## config.mk

```make
export PLATFORM = sky130hd
export DESIGN_NAME = dual_port_ram
export DESIGN_NICKNAME = d
export VERILOG_FILES = /design/src/rtl/dual_port_ram.sv
export SDC_FILE = /design/constraint.sdc
export NUM_CORES = 1
export LEC_CHECK = 0
export ABC_CLOCK_PERIOD_IN_PS = 5360
export CAP_MARGIN = 5
export CORE_AREA = 4 4 148 150
export DETAILED_ROUTE_END_ITERATION = 8
export DIE_AREA = 0 0 152 154
export PLACE_DENSITY = 0.67
export SLEW_MARGIN = 30
export SYNTH_ARGS = -nofsm -noshare
export SYNTH_HDL_FRONTEND = slang
export SYNTH_SLANG_ARGS = --single-unit
```

## constraint.sdc

```tcl
create_clock -name clk -period 5.36 [get_ports clk]
set_clock_uncertainty 0.05 [all_clocks]
set_input_delay 1.072 -clock clk [delete_from_list [all_inputs] [get_ports clk]]
set_output_delay 1.072 -clock clk [all_outputs]
set_load 0.01 [all_outputs]
```

## src/rtl/dual_port_ram.sv

```systemverilog
// True dual-port RAM: two independent read/write ports on one clock, registered reads.
// Register-based storage so that the asynchronous reset can clear every word at once.
module dual_port_ram #(
    parameter int DATA_WIDTH = 8,
    parameter int ADDR_WIDTH = 4
) (
    input  logic                  clk,
    input  logic                  rst,
    input  logic                  we_a,
    input  logic [ADDR_WIDTH-1:0] addr_a,
    input  logic [DATA_WIDTH-1:0] din_a,
    output logic [DATA_WIDTH-1:0] dout_a,
    input  logic                  we_b,
    input  logic [ADDR_WIDTH-1:0] addr_b,
    input  logic [DATA_WIDTH-1:0] din_b,
    output logic [DATA_WIDTH-1:0] dout_b
);

    localparam int DEPTH = 2 ** ADDR_WIDTH;

    logic [DATA_WIDTH-1:0] mem [DEPTH];
    logic [DEPTH-1:0]      hit_a;
    logic [DEPTH-1:0]      hit_b;
    logic                  collide;

    // One-hot word selects for each port's write.
    for (genvar gi = 0; gi < DEPTH; gi++) begin : g_dec
        assign hit_a[gi] = we_a && (addr_a == ADDR_WIDTH'(gi));
        assign hit_b[gi] = we_b && (addr_b == ADDR_WIDTH'(gi));
    end

    assign collide = we_a && we_b && (addr_a == addr_b);

    // Port A has priority when both ports write the same word.
    always_ff @(posedge clk or posedge rst) begin
        if (rst) begin
            for (int i = 0; i < DEPTH; i++) begin
                mem[i] <= '0;
            end
        end else begin
            for (int i = 0; i < DEPTH; i++) begin
                if (hit_a[i]) begin
                    mem[i] <= din_a;
                end else if (hit_b[i]) begin
                    mem[i] <= din_b;
                end
            end
        end
    end

    // Write-first on the own port; a write from the other port is seen only next edge.
    always_ff @(posedge clk or posedge rst) begin
        if (rst) begin
            dout_a <= '0;
        end else if (we_a) begin
            dout_a <= din_a;
        end else begin
            dout_a <= mem[addr_a];
        end
    end

    // On a collision port B reports the value actually stored, i.e. port A's data.
    always_ff @(posedge clk or posedge rst) begin
        if (rst) begin
            dout_b <= '0;
        end else if (collide) begin
            dout_b <= din_a;
        end else if (we_b) begin
            dout_b <= din_b;
        end else begin
            dout_b <= mem[addr_b];
        end
    end

endmodule

```

# After elaboration in Yosys (flattened, before gate mapping)
# Cells that the tools add are included.
# word_totals
register_bits	144
in_bits	28
output_inout_bits	16
elab_cells	146
# op_classes
magnitude_cmp	2
n_eq_ne	31
n_mux	41
bitwise_logic	2
reduce_logical	52
# ops
op	n
2-to-1 mux 8 bit	39
binary-select mux 8 bit (select 4 bit)	2
== test 4 bit (second input constant)	16
logical AND 1 bit	34
== test 4 x 3 -> 1 bit (second input constant)	8
nonzero test 2 bit	16
== test 4 x 2 -> 1 bit (second input constant)	4
greater-or-equal comparator 5 bit (second input constant)	2
NOT 4 -> 5 bit	2
== test 4 x 1 -> 1 bit (second input constant)	2
logical NOT 4 bit	2
== test 4 bit	1

# Logic depth before layout (Yosys ltp)
# Gate-level depths: netlist (run 1).
# logic_depth
word_depth	6
ltp_mapped	7
depth_no_buf	4

# Worst setup path before layout (run 1)
# OpenSTA, ideal clock, no wires.
# synth_timing
path_type	input to register
start	input port addr_a[3]
end	register dout_a[6]
setup_time_ps	132
arrival_time_ps	2349
t_required_ps	5178
slack_ps	2829
cell_stages	6
path_buffers	2
cell_sequence	buf_6 > buf_2 > mux4_2 > mux2_2 > o22ai_1 > a21oi_1
# synth_between
elab_chain_len	5
# synth_rtl
element	line	source
start, declared	10	input logic [ADDR_WIDTH-1:0] addr_a,
NOT 4 -> 5 bit (not written as such)	58	dout_a <= mem[addr_a];
binary-select mux 8 bit (select 4 bit)	58	
2-to-1 mux 8 bit (not written as such) (2 in series)	58	
2-to-1 mux 8 bit	55	end else if (we_a) begin
end signal, assigned	56	dout_a <= din_a;
end signal, assigned	58	
end, declared	12	output logic [DATA_WIDTH-1:0] dout_a,
# Every way passes these cells. The select of a mux whose other input is x is not followed.
# A chain may end at the register's enable or synchronous reset.

# Worst setup path after layout (run 1)
# layout_timing
start	input port addr_a[1]
end	register dout_b[0]
# layout_between
elab_chain_len	3
# layout_rtl
element	line	source
== test 4 bit	32	assign collide = we_a && we_b && (addr_a == addr_b);
logical AND 1 bit	32	
2-to-1 mux 8 bit	66	end else if (collide) begin
end signal, assigned	67	dout_b <= din_a;
end signal, assigned	69	dout_b <= din_b;
end signal, assigned	71	dout_b <= mem[addr_b];
end, declared	16	output logic [DATA_WIDTH-1:0] dout_b
# Every way passes these cells.

==> run_results.csv, run 1 <==
group,metric,value,unit
status,status,"finished, final reports clean",
floorplan,boundaryPins,44,
clocking,insertion_delay,0.43,ns
placement,place_ws,1.647,ns
detailed_routing,routed_wl,27.38,mm
floorplan,design.die.area,23410,µm²
timing,period_minus_slack,3.300,ns
synth,synthFlopType,"dfrtp_1",
timing,fin_crit_sh,61.56,%
pwr,vdd_ir_drop_max,0.1934,mV
setup_path,cpPeakStageDelay,1.07,ns
synth,synthArstFlopShare,100.0,%
clocking,cts_buffers,17,
synth,synthAdderAreaFrac,0,%
detailed_routing,drcViolationCount,0,
timing,setup_tns,0,ns
pwr,p_per_area,363.4,nW/µm²
clocking,cts_tree,"yes",
clocking,cts_sinks,144,
pwr,power_frac_clock,32.2,%
synth,synth_edf_count,0,
synth,synth_common_cells,"144 x dfrtp_1, 138 x mux2i_1, 95 x a21oi_1",
placement,port_buffers,43,
setup_path,worst-path-max-fanout,17,
setup_path,reg2reg_slack,3.55,ns
cells_and_area,drive_gt1_share,16.98,%
setup_path,required,5.64,ns
timing,rsz0062_at_grt,"no",
global_routing,grt_max_degree,92,
global_routing,grt_overflow_total,0,
clocking,clk_pin_slew,0.06,ns
floorplan,core,20690,µm²
timing,max_slew_margin,36.04,%
setup_path,cp-end-kind,"flip-flop",
clocking,htree_levels,4,
job,drv_cap,0,
synth,syn_inst,868,
floorplan,dieHeight,154,µm
clocking,cts_resized,0,
clocking,cts.path.max_buffers,2,
worst_hold_path,min-delay-start,"mem[98]$_DFFE_PP0P_",
setup_path,r2r-end,"dout_a[3]$_DFF_PP0_",
global_routing,grt_pass1_vias,6889,
setup_path,r2r_start,"mem[115]$_DFFE_PP0P_",
worst_hold_path,min_to,"mem[98]$_DFFE_PP0P_",
setup_path,arrival,3.58,ns
synth,yosys.cell_types.count,50,
detailed_routing,drt_iter0_markers,749,
pwr,p_int,0.002554,W
synth,synth_fp_nets,896,
worst_hold_path,holdPathStages,2,
setup_path,crit_chain,"clkdlybuf4s50_1, buf_4, xnor2_1, nand3_1, or2_2, a41oi_1",
clocking,post_cts_buffers,0,
synth,synth-seq-cells,144,
timing,fmax,303.0,MHz
placement,gp_congestion,0.9145,
timing,worst_pin_slew,0.9564,ns
synth,yosys.area_share.xor_xnor,0.3841,%
setup_path,ff2ff_path_depth,4,
detailed_routing,ant_nets,0,
floorplan,fp.dieW,152,µm
global_routing,grt_pass1_wl,42.25,mm
timing,slew_violations,0,
floorplan,start_util,44.08,%
placement,dp_hpwl,18.16,mm
pwr,p_seq_share,43.0,%
worst_hold_path,hp-class,"flip-flop to flip-flop",
clocking,holdBufCountCts,0,
pwr,combPwrFrac,24.8,%
timing,fin_ws,2.060,ns
synth,yosysSeqAreaShare,39.51,%
detailed_routing,num_vias,7109,
setup_path,crit_type,"primary input to flip-flop",
setup_path,slowest_stage,"clkdlybuf4s50_1",
cells_and_area,nets,878,
floorplan,row_count,53,
synth,synth.most_common_cell,"dfrtp_1",
detailed_routing,first_pass_iters,6,
pwr,power.switching,0.001097,W
setup_path,critical_path.top_delay_family,"buffers and inverters",
synth,synth_top_family_by_area,"multiplexers",
timing,finalHoldViolCount,0,
synth,synth_compound_area_share,11.61,%
pwr,p_leak,4.013,nW
synth,synth_area_leader_cell,"dfrtp_1",
setup_path,worst-path-buf-inv,2,
cells_and_area,diodes,0,
timing,setup_viol,0,
synth,syn-cell-area,9120,µm²
synth,yosys.area_share.simple,11.89,%
synth,synth_area_leaders,"dfrtp_1 40%, mux2i_1 15%, mux4_2 13%",
pwr,p_sw_share,30.05,%
detailed_routing,routed_via_density,6.263,
global_routing,antenna_found_initial,2,
setup_path,crit_path_start_kind,"primary input",
global_routing,grtUsageTotal,23.62,%
synth,yosysWarnings,0,
cells_and_area,syn_to_final_growth,10.18,%
setup_path,critical_path_depth,6,
detailed_routing,routedWlPerCell,24.12,µm
clocking,root_buffer,"clkbuf_16",
synth,yosysTopAreaCellShare,39.51,%
synth,avgSynthCellArea,10.51,µm²
synth,muxShareOfSynthArea,30.95,%
## power groups by stage
stage / logic (W) / clock network (W) / registers, W
CTS: 0.000895 / 0.00118 / 0.00156
floorplan: 0.000673 / 0 / 0.00151
finish: 0.000905 / 0.00118 / 0.00157
global route: 0.000978 / 0.00124 / 0.00160
detailed placement: 0.000893 / 0 / 0.00158
global placement: 0.000873 / 0 / 0.00157
## worst min-delay path, delay by kind of cell, from the launching register on
family | cells | cell delay (ns)
flops | 1 | 0.36
simple gates | 1 | 0.05
compound gates | 1 | 0.10
## cells in the final DEF (no fill, tap or decap), types with 3 or more instances in the layout
| cell type | n |
|---|---|
| dfrtp_1 | 144 |
| mux2i_1 | 138 |
| a21oi_1 | 95 |
| nor2_1 | 84 |
| nand2_1 | 63 |
| mux4_2 | 52 |
| o21ai_0 | 41 |
| clkdlybuf4s50_1 | 39 |
| mux2_2 | 24 |
| clkbuf_16 | 17 |
| o22ai_1 | 16 |
| inv_1 | 12 |
| nor3_1 | 11 |
| o21ai_1 | 10 |
| a22oi_1 | 9 |
| buf_4 | 8 |
| nor2_2 | 6 |
| nand2b_1 | 5 |
| nor2b_1 | 5 |
| nand3_1 | 5 |
| and3_1 | 5 |
| nor2_4 | 4 |
| xnor2_1 | 4 |
| a221oi_1 | 4 |
| nand4_1 | 4 |
| clkbuf_8 | 4 |
| buf_2 | 4 |
| or3b_1 | 3 |
| o22ai_2 | 3 |
| or2_2 | 3 |
| a31o_2 | 3 |
| a41oi_1 | 3 |
| clkinv_2 | 3 |
## how the worst max path moves through the flow
stage | start | end | slack [ns]
after floorplan | rst | dout_a[0]$_DFF_PP0_ | 0.37
after global placement | addr_a[1] | mem[47]$_DFFE_PP0P_ | 1.71
after detailed placement | addr_a[1] | mem[45]$_DFFE_PP0P_ | 1.65
after CTS | addr_a[1] | mem[45]$_DFFE_PP0P_ | 2.11
after global routing | addr_a[1] | mem[77]$_DFFE_PP0P_ | 1.90
final | addr_a[1] | dout_b[0]$_DFF_PP0_ | 2.06
## per-stage QoR
| step | total power (W) | cells | hold slack, ns | util (%) | cell area [µm²] |
|---|---|---|---|---|---|
| after floorplan | 0.002180 | 868 | 0.4562 | - | 9120 |
| after global placement | 0.002443 | 1106 | 0.4795 | 45.81 | 9478 |
| after detailed placement | 0.002469 | 1106 | 0.4917 | 45.81 | 9478 |
| after CTS | 0.003642 | 1135 | 0.5039 | 48.57 | 10050 |
| after global routing | 0.003813 | 1135 | 0.5314 | 48.57 | 10050 |
| final | 0.003651 | 1135 | 0.5021 | 48.57 | 10050 |
## registers in the layout (all words and copies together), names as in the netlist
signal	cells
dout_a	8
mem	128
dout_b	8
## area by class of cell
type	count	area, µm²
clock inverters	6	82.58
fillers	1893	10640
multi-input cells	623	5006
well taps	275	344.1
repair buffers	51	470.5
flip-flops and latches	144	3603
inverters	13	53.80
clock buffers	23	488.0
## cell families (layout without fill, tap and decap cells)
group | after synthesis | in the layout
AOI/OAI and AO/OA | 187 | 187
xor gates and xnor gates | 4 | 4
buffers and inverters | 101 | 93
DFF | 144 | 144
muxes | 214 | 214
and+or+nand+nor | 218 | 218
## routing by layer
layer / part of all wire, % / track usage [%] / vias up / routed length [µm]
li1: - / - / 3120 / -
met5: 0.084 / 0 / - / 23
met3: 10 / 6.473 / 71 / 2836
met4: 3.8 / 9.675 / 4 / 1032
met1: 40 / 31.83 / 3518 / 11020
met2: 46 / 36.33 / 396 / 12470
Power figures use the tool's default switching activity.
==> run 2: changes to the inputs <==
--- a/config.mk
+++ b/config.mk
@@ -5,12 +5,12 @@
 export SDC_FILE = /design/constraint.sdc
 export NUM_CORES = 1
 export LEC_CHECK = 0
-export ABC_CLOCK_PERIOD_IN_PS = 5360
+export ABC_CLOCK_PERIOD_IN_PS = 2800
 export CAP_MARGIN = 5
 export CORE_AREA = 4 4 148 150
 export DETAILED_ROUTE_END_ITERATION = 8
 export DIE_AREA = 0 0 152 154
-export PLACE_DENSITY = 0.67
+export PLACE_DENSITY = 0.69
 export SLEW_MARGIN = 30
 export SYNTH_ARGS = -nofsm -noshare
 export SYNTH_HDL_FRONTEND = slang
==> constraint.sdc (replaced) <==
create_clock -name clk -period 2.8 [get_ports clk]
set_clock_uncertainty 0.05 [all_clocks]
set_input_delay 0.56 -clock clk [delete_from_list [all_inputs] [get_ports clk]]
set_output_delay 0.56 -clock clk [all_outputs]
set_load 0.01 [all_outputs]
==> run_results.csv, run 2 (synthesis gave the netlist of run 1 again) <==
group,metric,value,unit
floorplan,design.die.area,23410,µm²
setup_path,slowest_stage,"clkdlybuf4s50_1",
detailed_routing,routed_via_density,6.134,
cells_and_area,fin_util,51.19,%
global_routing,grt_overflow_total,0,
status,status,"finished, final reports clean",
cells_and_area,largest_reg_flops,128,
global_routing,grt_pass1_vias,7362,
setup_path,crit_type,"primary input to flip-flop",
floorplan,start_util,44.08,%
timing,worst_pin_slew,0.8384,ns
cells_and_area,layout_commonest_cell,"dfrtp_1",
floorplan,core,20690,µm²
pwr,p_per_area,688.1,nW/µm²
timing,period_minus_slack,2.228,ns
cells_and_area,top_regs,"mem (128), dout_a (8), dout_b (8)",
timing,setup_tns,0,ns
timing,max_slew_margin,43.93,%
detailed_routing,first_pass_iters,5,
setup_path,reg2reg_slack,1.12,ns
setup_path,r2r_start,"mem[21]$_DFFE_PP0P_",
timing,hold_slack,0.4103,ns
clocking,cts_tree,"yes",
worst_hold_path,hp-class,"primary input to asynchronous set/reset pin",
setup_path,crit_chain,"clkdlybuf4s50_1, buf_4, nor2b_1, nand3_2, mux2i_1, o21ai_0",
cells_and_area,drive_gt1_share,22.26,%
clocking,clk_pin_slew,0.06,ns
pwr,p_leak,4.337,nW
detailed_routing,ant_nets,0,
detailed_routing,num_vias,7336,
floorplan,row_count,53,
placement,dp_hpwl,19.53,mm
floorplan,fp.dieW,152,µm
clocking,insertion_delay,0.43,ns
clocking,cts_sinks,144,
floorplan,boundaryPins,44,
clocking,root_buffer,"clkbuf_16",
timing,fin_crit_sh,79.59,%
timing,setup_viol,0,
detailed_routing,drcViolationCount,0,
timing,slew_violations,0,
cells_and_area,nets,936,
setup_path,crit_path_start_kind,"primary input",
setup_path,worst-path-max-fanout,9,
cells_and_area,diodes,0,
floorplan,dieHeight,154,µm
global_routing,antenna_found_initial,2,
clocking,post_cts_buffers,0,
timing,finalHoldViolCount,0,
clocking,cts.path.max_buffers,2,
setup_path,cp-end-kind,"flip-flop",
clocking,htree_levels,4,
cells_and_area,syn_to_final_growth,16.12,%
cells_and_area,largest_register,"mem",
global_routing,grtUsageTotal,24.24,%
detailed_routing,routed_wl,27.82,mm
cells_and_area,mostFrequentLayoutCells,"144 x dfrtp_1, 138 x mux2i_1, 95 x a21oi_1",
detailed_routing,routedWlPerCell,23.26,µm
setup_path,arrival,2.49,ns
clocking,holdBufCountCts,0,
pwr,vdd_ir_drop_max,0.3592,mV
job,drv_cap,0,
setup_path,worst-path-buf-inv,2,
detailed_routing,drt_iter0_markers,778,
placement,gp_congestion,0.9426,
timing,fmax,448.7,MHz
setup_path,required,3.06,ns
setup_path,ff2ff_path_depth,4,
clocking,cts_buffers,17,
placement,place_ws,0.1875,ns
setup_path,r2r-end,"dout_a[5]$_DFF_PP0_",
timing,fin_ws,0.5715,ns
setup_path,cpPeakStageDelay,0.62,ns
global_routing,grt_pass1_wl,43.93,mm
timing,rsz0062_at_grt,"no",
setup_path,critical_path.top_delay_family,"buffers and inverters",
placement,port_buffers,43,
clocking,cts_resized,0,
cells_and_area,fillers,1845,
global_routing,grt_max_degree,76,
[run 2: report_power, final]
part / internal (W) / switching [W]
registers: 0.00259 / 0.000472
logic: 0.000960 / 0.000804
clock network: 0.00156 / 0.000898
[run 2: area by class of cell]
type | count | area, µm² | area share, %
tap | 275 | 344.1 | 3.249
clock buffer | 23 | 478.0 | 4.513
multi-input combinational | 623 | 5001 | 47.22
timing repair buffer | 109 | 955.9 | 9.026
sequential | 144 | 3603 | 34.03
inverter | 13 | 52.55 | 0.4962
clock inverter | 9 | 155.1 | 1.465
[run 2: worst reg2reg max path: cells and delay by family (launching register included)]
| family | cells | cell delay (ns) |
|---|---|---|
| compound gates | 2 | 0.31 |
| flops | 1 | 0.40 |
| mux | 2 | 0.77 |
[run 2: worst max path at each step]
stage                    from                  end  slack [ns]  depth (start not counted)
floorplan                 rst  dout_a[0]$_DFF_PP0_        0.38                          1
global placement    addr_b[2]  mem[91]$_DFFE_PP0P_        0.22                          6
detailed placement  addr_b[2]  mem[94]$_DFFE_PP0P_        0.19                          6
CTS                 addr_a[0]  dout_a[5]$_DFF_PP0_        0.61                          6
global route        addr_b[2]  mem[91]$_DFFE_PP0P_        0.42                          6
finish              addr_b[2]  mem[91]$_DFFE_PP0P_        0.57                          6
[run 2: stage by stage]
step	cell area (µm²)	std cells	total power (W)
after global routing	10590	1196	0.007622
after global placement	9957	1164	0.004739
final	10590	1196	0.007287
after detailed placement	9957	1164	0.004806
after floorplan	9124	868	0.004174
after CTS	10590	1196	0.007278
[run 2: layer usage]
metal | GRT usage (%) | wire [µm] | vias to the layer above
met5 | 0 | 24 | -
met4 | 10.62 | 1051 | 4
met3 | 6.108 | 2563 | 82
met2 | 36.94 | 12770 | 400
met1 | 33.02 | 11410 | 3624
li1 | - | - | 3226
==> edit (flow settings as in run 2) <==
Make the reset (`rst`) synchronous in 3 clocked blocks. Comments in the files are not updated.
--- a/src/rtl/dual_port_ram.sv
+++ b/src/rtl/dual_port_ram.sv
@@ -34,3 +34,3 @@
     // Port A has priority when both ports write the same word.
-    always_ff @(posedge clk or posedge rst) begin
+    always_ff @(posedge clk) begin
         if (rst) begin
@@ -51,3 +51,3 @@
     // Write-first on the own port; a write from the other port is seen only next edge.
-    always_ff @(posedge clk or posedge rst) begin
+    always_ff @(posedge clk) begin
         if (rst) begin
@@ -62,3 +62,3 @@
     // On a collision port B reports the value actually stored, i.e. port A's data.
-    always_ff @(posedge clk or posedge rst) begin
+    always_ff @(posedge clk) begin
         if (rst) begin
Check against the original RTL: differs if rst is asserted again (counterexample within 4 cycles, from zero or initial values and one cycle with rst high); with rst held inactive, the same outputs for 4 cycles.
==> edit against run 2 <==
- design area fell by 0.59%
- worst setup slack worse by 0.19 ns
- total power shrank 17%
- highest routed layer unchanged
- routed wire length is 3.4% higher
- critical endpoint is now dout_b[6]$_SDFF_PP0_
- synthesized area shrank 5.0%
- die area stayed put
- hold slack gained 0.38 ns
- largest power group unchanged
- sequential cell count unchanged
==> edit: results <==
export IMPL_leakagePower_nw=3.85
export IMPL_muxShareOfSynthArea_pct=21.5
export IMPL_drtIter0Drc=885
export IMPL_grt_usage_pct=24.5
export IMPL_drive_gt1_share_pct=31.4
export IMPL_synth_area_leaders="edfxtp_1 (44%), mux4_2 (15%), a22o_1 (10%), dfxtp_1 (3.7%), mux2_2 (3.1%)"
export IMPL_async_flop_share_pct=0
export IMPL_synth_fp_nets=666
export IMPL_relSlewSlack_pct=40.5
export IMPL_ant_nets=0
export IMPL_min_period_over_period_pct=86.5
export IMPL_final_nets=742
export IMPL_grt_pass1_wl_mm=42.8
export IMPL_r2r_end="dout_b[6]$_SDFF_PP0_"
export IMPL_yosysSeqAreaShare_pct=48.1
export IMPL_status="complete, no violations"
export IMPL_hpwlAfterDp_mm=20.9
export IMPL_gp_congestion=0.994
export IMPL_grt_max_degree=44
export IMPL_port_buffers=43
export IMPL_reg2reg_from="mem[7][6]$_SDFFCE_PN0P_"
export IMPL_synth_cell_types=55
export IMPL_synth_xor_area_share_pct=0.101
export IMPL_critical_path_peak_fanout=13
export IMPL_dpl_cell_count=970
export IMPL_clk_latency_ns=0.43
export IMPL_min_path_type="in2reg"
export IMPL_reg_largest_list="mem (128), dout_a (8), dout_b (8)"
export IMPL_startpoint="addr_b[0]"
export IMPL_first_global_vias=6677
export IMPL_via_per_inst=6.71
export IMPL_routedWlPerCell_um=28.7
export IMPL_synth_edf_count=128
export IMPL_layoutNonFillerInstCount=1002
export IMPL_dp_slack_ns=-0.0295
export IMPL_dpl_cell_area_mm2=0.00989
export IMPL_cp_slowest_stage_delay_ns=0.57
export IMPL_arrival_ns=2.66
export IMPL_rrSetupSlack_ns=0.73
export IMPL_synth_common_cells="edfxtp_1 (128), a22o_1 (100), mux4_2 (59), clkbuf_1 (33), nor2_1 (29)"
export IMPL_syn_area_mm2=0.00866
export IMPL_synthAdderAreaFrac_pct=0
export IMPL_ir_worst_vdd_v=0.000305
export IMPL_synth_compound_area_share_pct=17.1
export IMPL_synthCells=638
[edit: cell count changes in the layout (fill, tap and decap cells not counted), moves of 9 or more]
cell	before	now
o21ai_1	10	0
o22ai_1	16	7
a22o_1	0	100
dfrtp_1	144	0
nand2_1	63	7
buf_12	4	14
mux2i_1	138	26
edfxtp_1	0	128
nor2b_1	5	17
nor2_1	84	29
dfxtp_1	0	16
buf_4	62	72
a21oi_1	95	21
o21ai_0	41	6
[edit: worst min path at each step]
stage	to	slack, ns
2_1_floorplan	dout_a[0]$_SDFF_PP0_	0.69
3_3_place_gp	dout_b[2]$_SDFF_PP0_	0.85
3_5_place_dp	dout_b[2]$_SDFF_PP0_	0.87
4_1_cts	dout_a[0]$_SDFF_PP0_	0.76
5_1_grt	dout_a[0]$_SDFF_PP0_	0.78
6_report	dout_a[0]$_SDFF_PP0_	0.79
[edit: kinds of logic after synthesis]
group	after synthesis
AOI/OAI and AO/OA	180
muxes	109
and+or+nand+nor	119
DFF	144
buffers and inverters	85
xor gates and xnor gates	1
[edit: stage by stage]
stage	power [W]	TNS, ns
finish	0.00608	0
floorplan	0.00318	0
detailed placement	0.00362	-0.248
global placement	0.00360	-0.347
global route	0.00625	0
CTS	0.00607	0
[edit: cell type report]
cell class	instances	area (um^2)
clock buffer	17	425
clock inverter	15	215
fill	1763	10200
inverter	13	48.8
tap	275	344
sequential	144	4160
timing repair buffer	129	1230
multi-input combinational	409	4100
[edit: critical path: cells and delay by family]
family,cells,cell delay [ns]
compound gates,3,0.82
buf+inv,2,0.77
mux,1,0.50
[edit: power by group]
group	leakage, nW	switching [W]	total, W	internal, W
Sequential	1.37	0.000101	0.00263	0.00253
Clock	0.310	0.000906	0.00248	0.00157
Combinational	2.17	0.000521	0.000974	0.000453
Total	3.85	0.00153	0.00608	0.00455
[edit: layer usage]
layer | up-vias | global-route usage (%) | share of wire (%)
met5 | - | 0 | 0.080
met2 | 486 | 37.7 | 46
met3 | 73 | 7.71 | 12
met1 | 3366 | 32.1 | 38
li1 | 2790 | - | -
met4 | 4 | 11.0 | 4.5
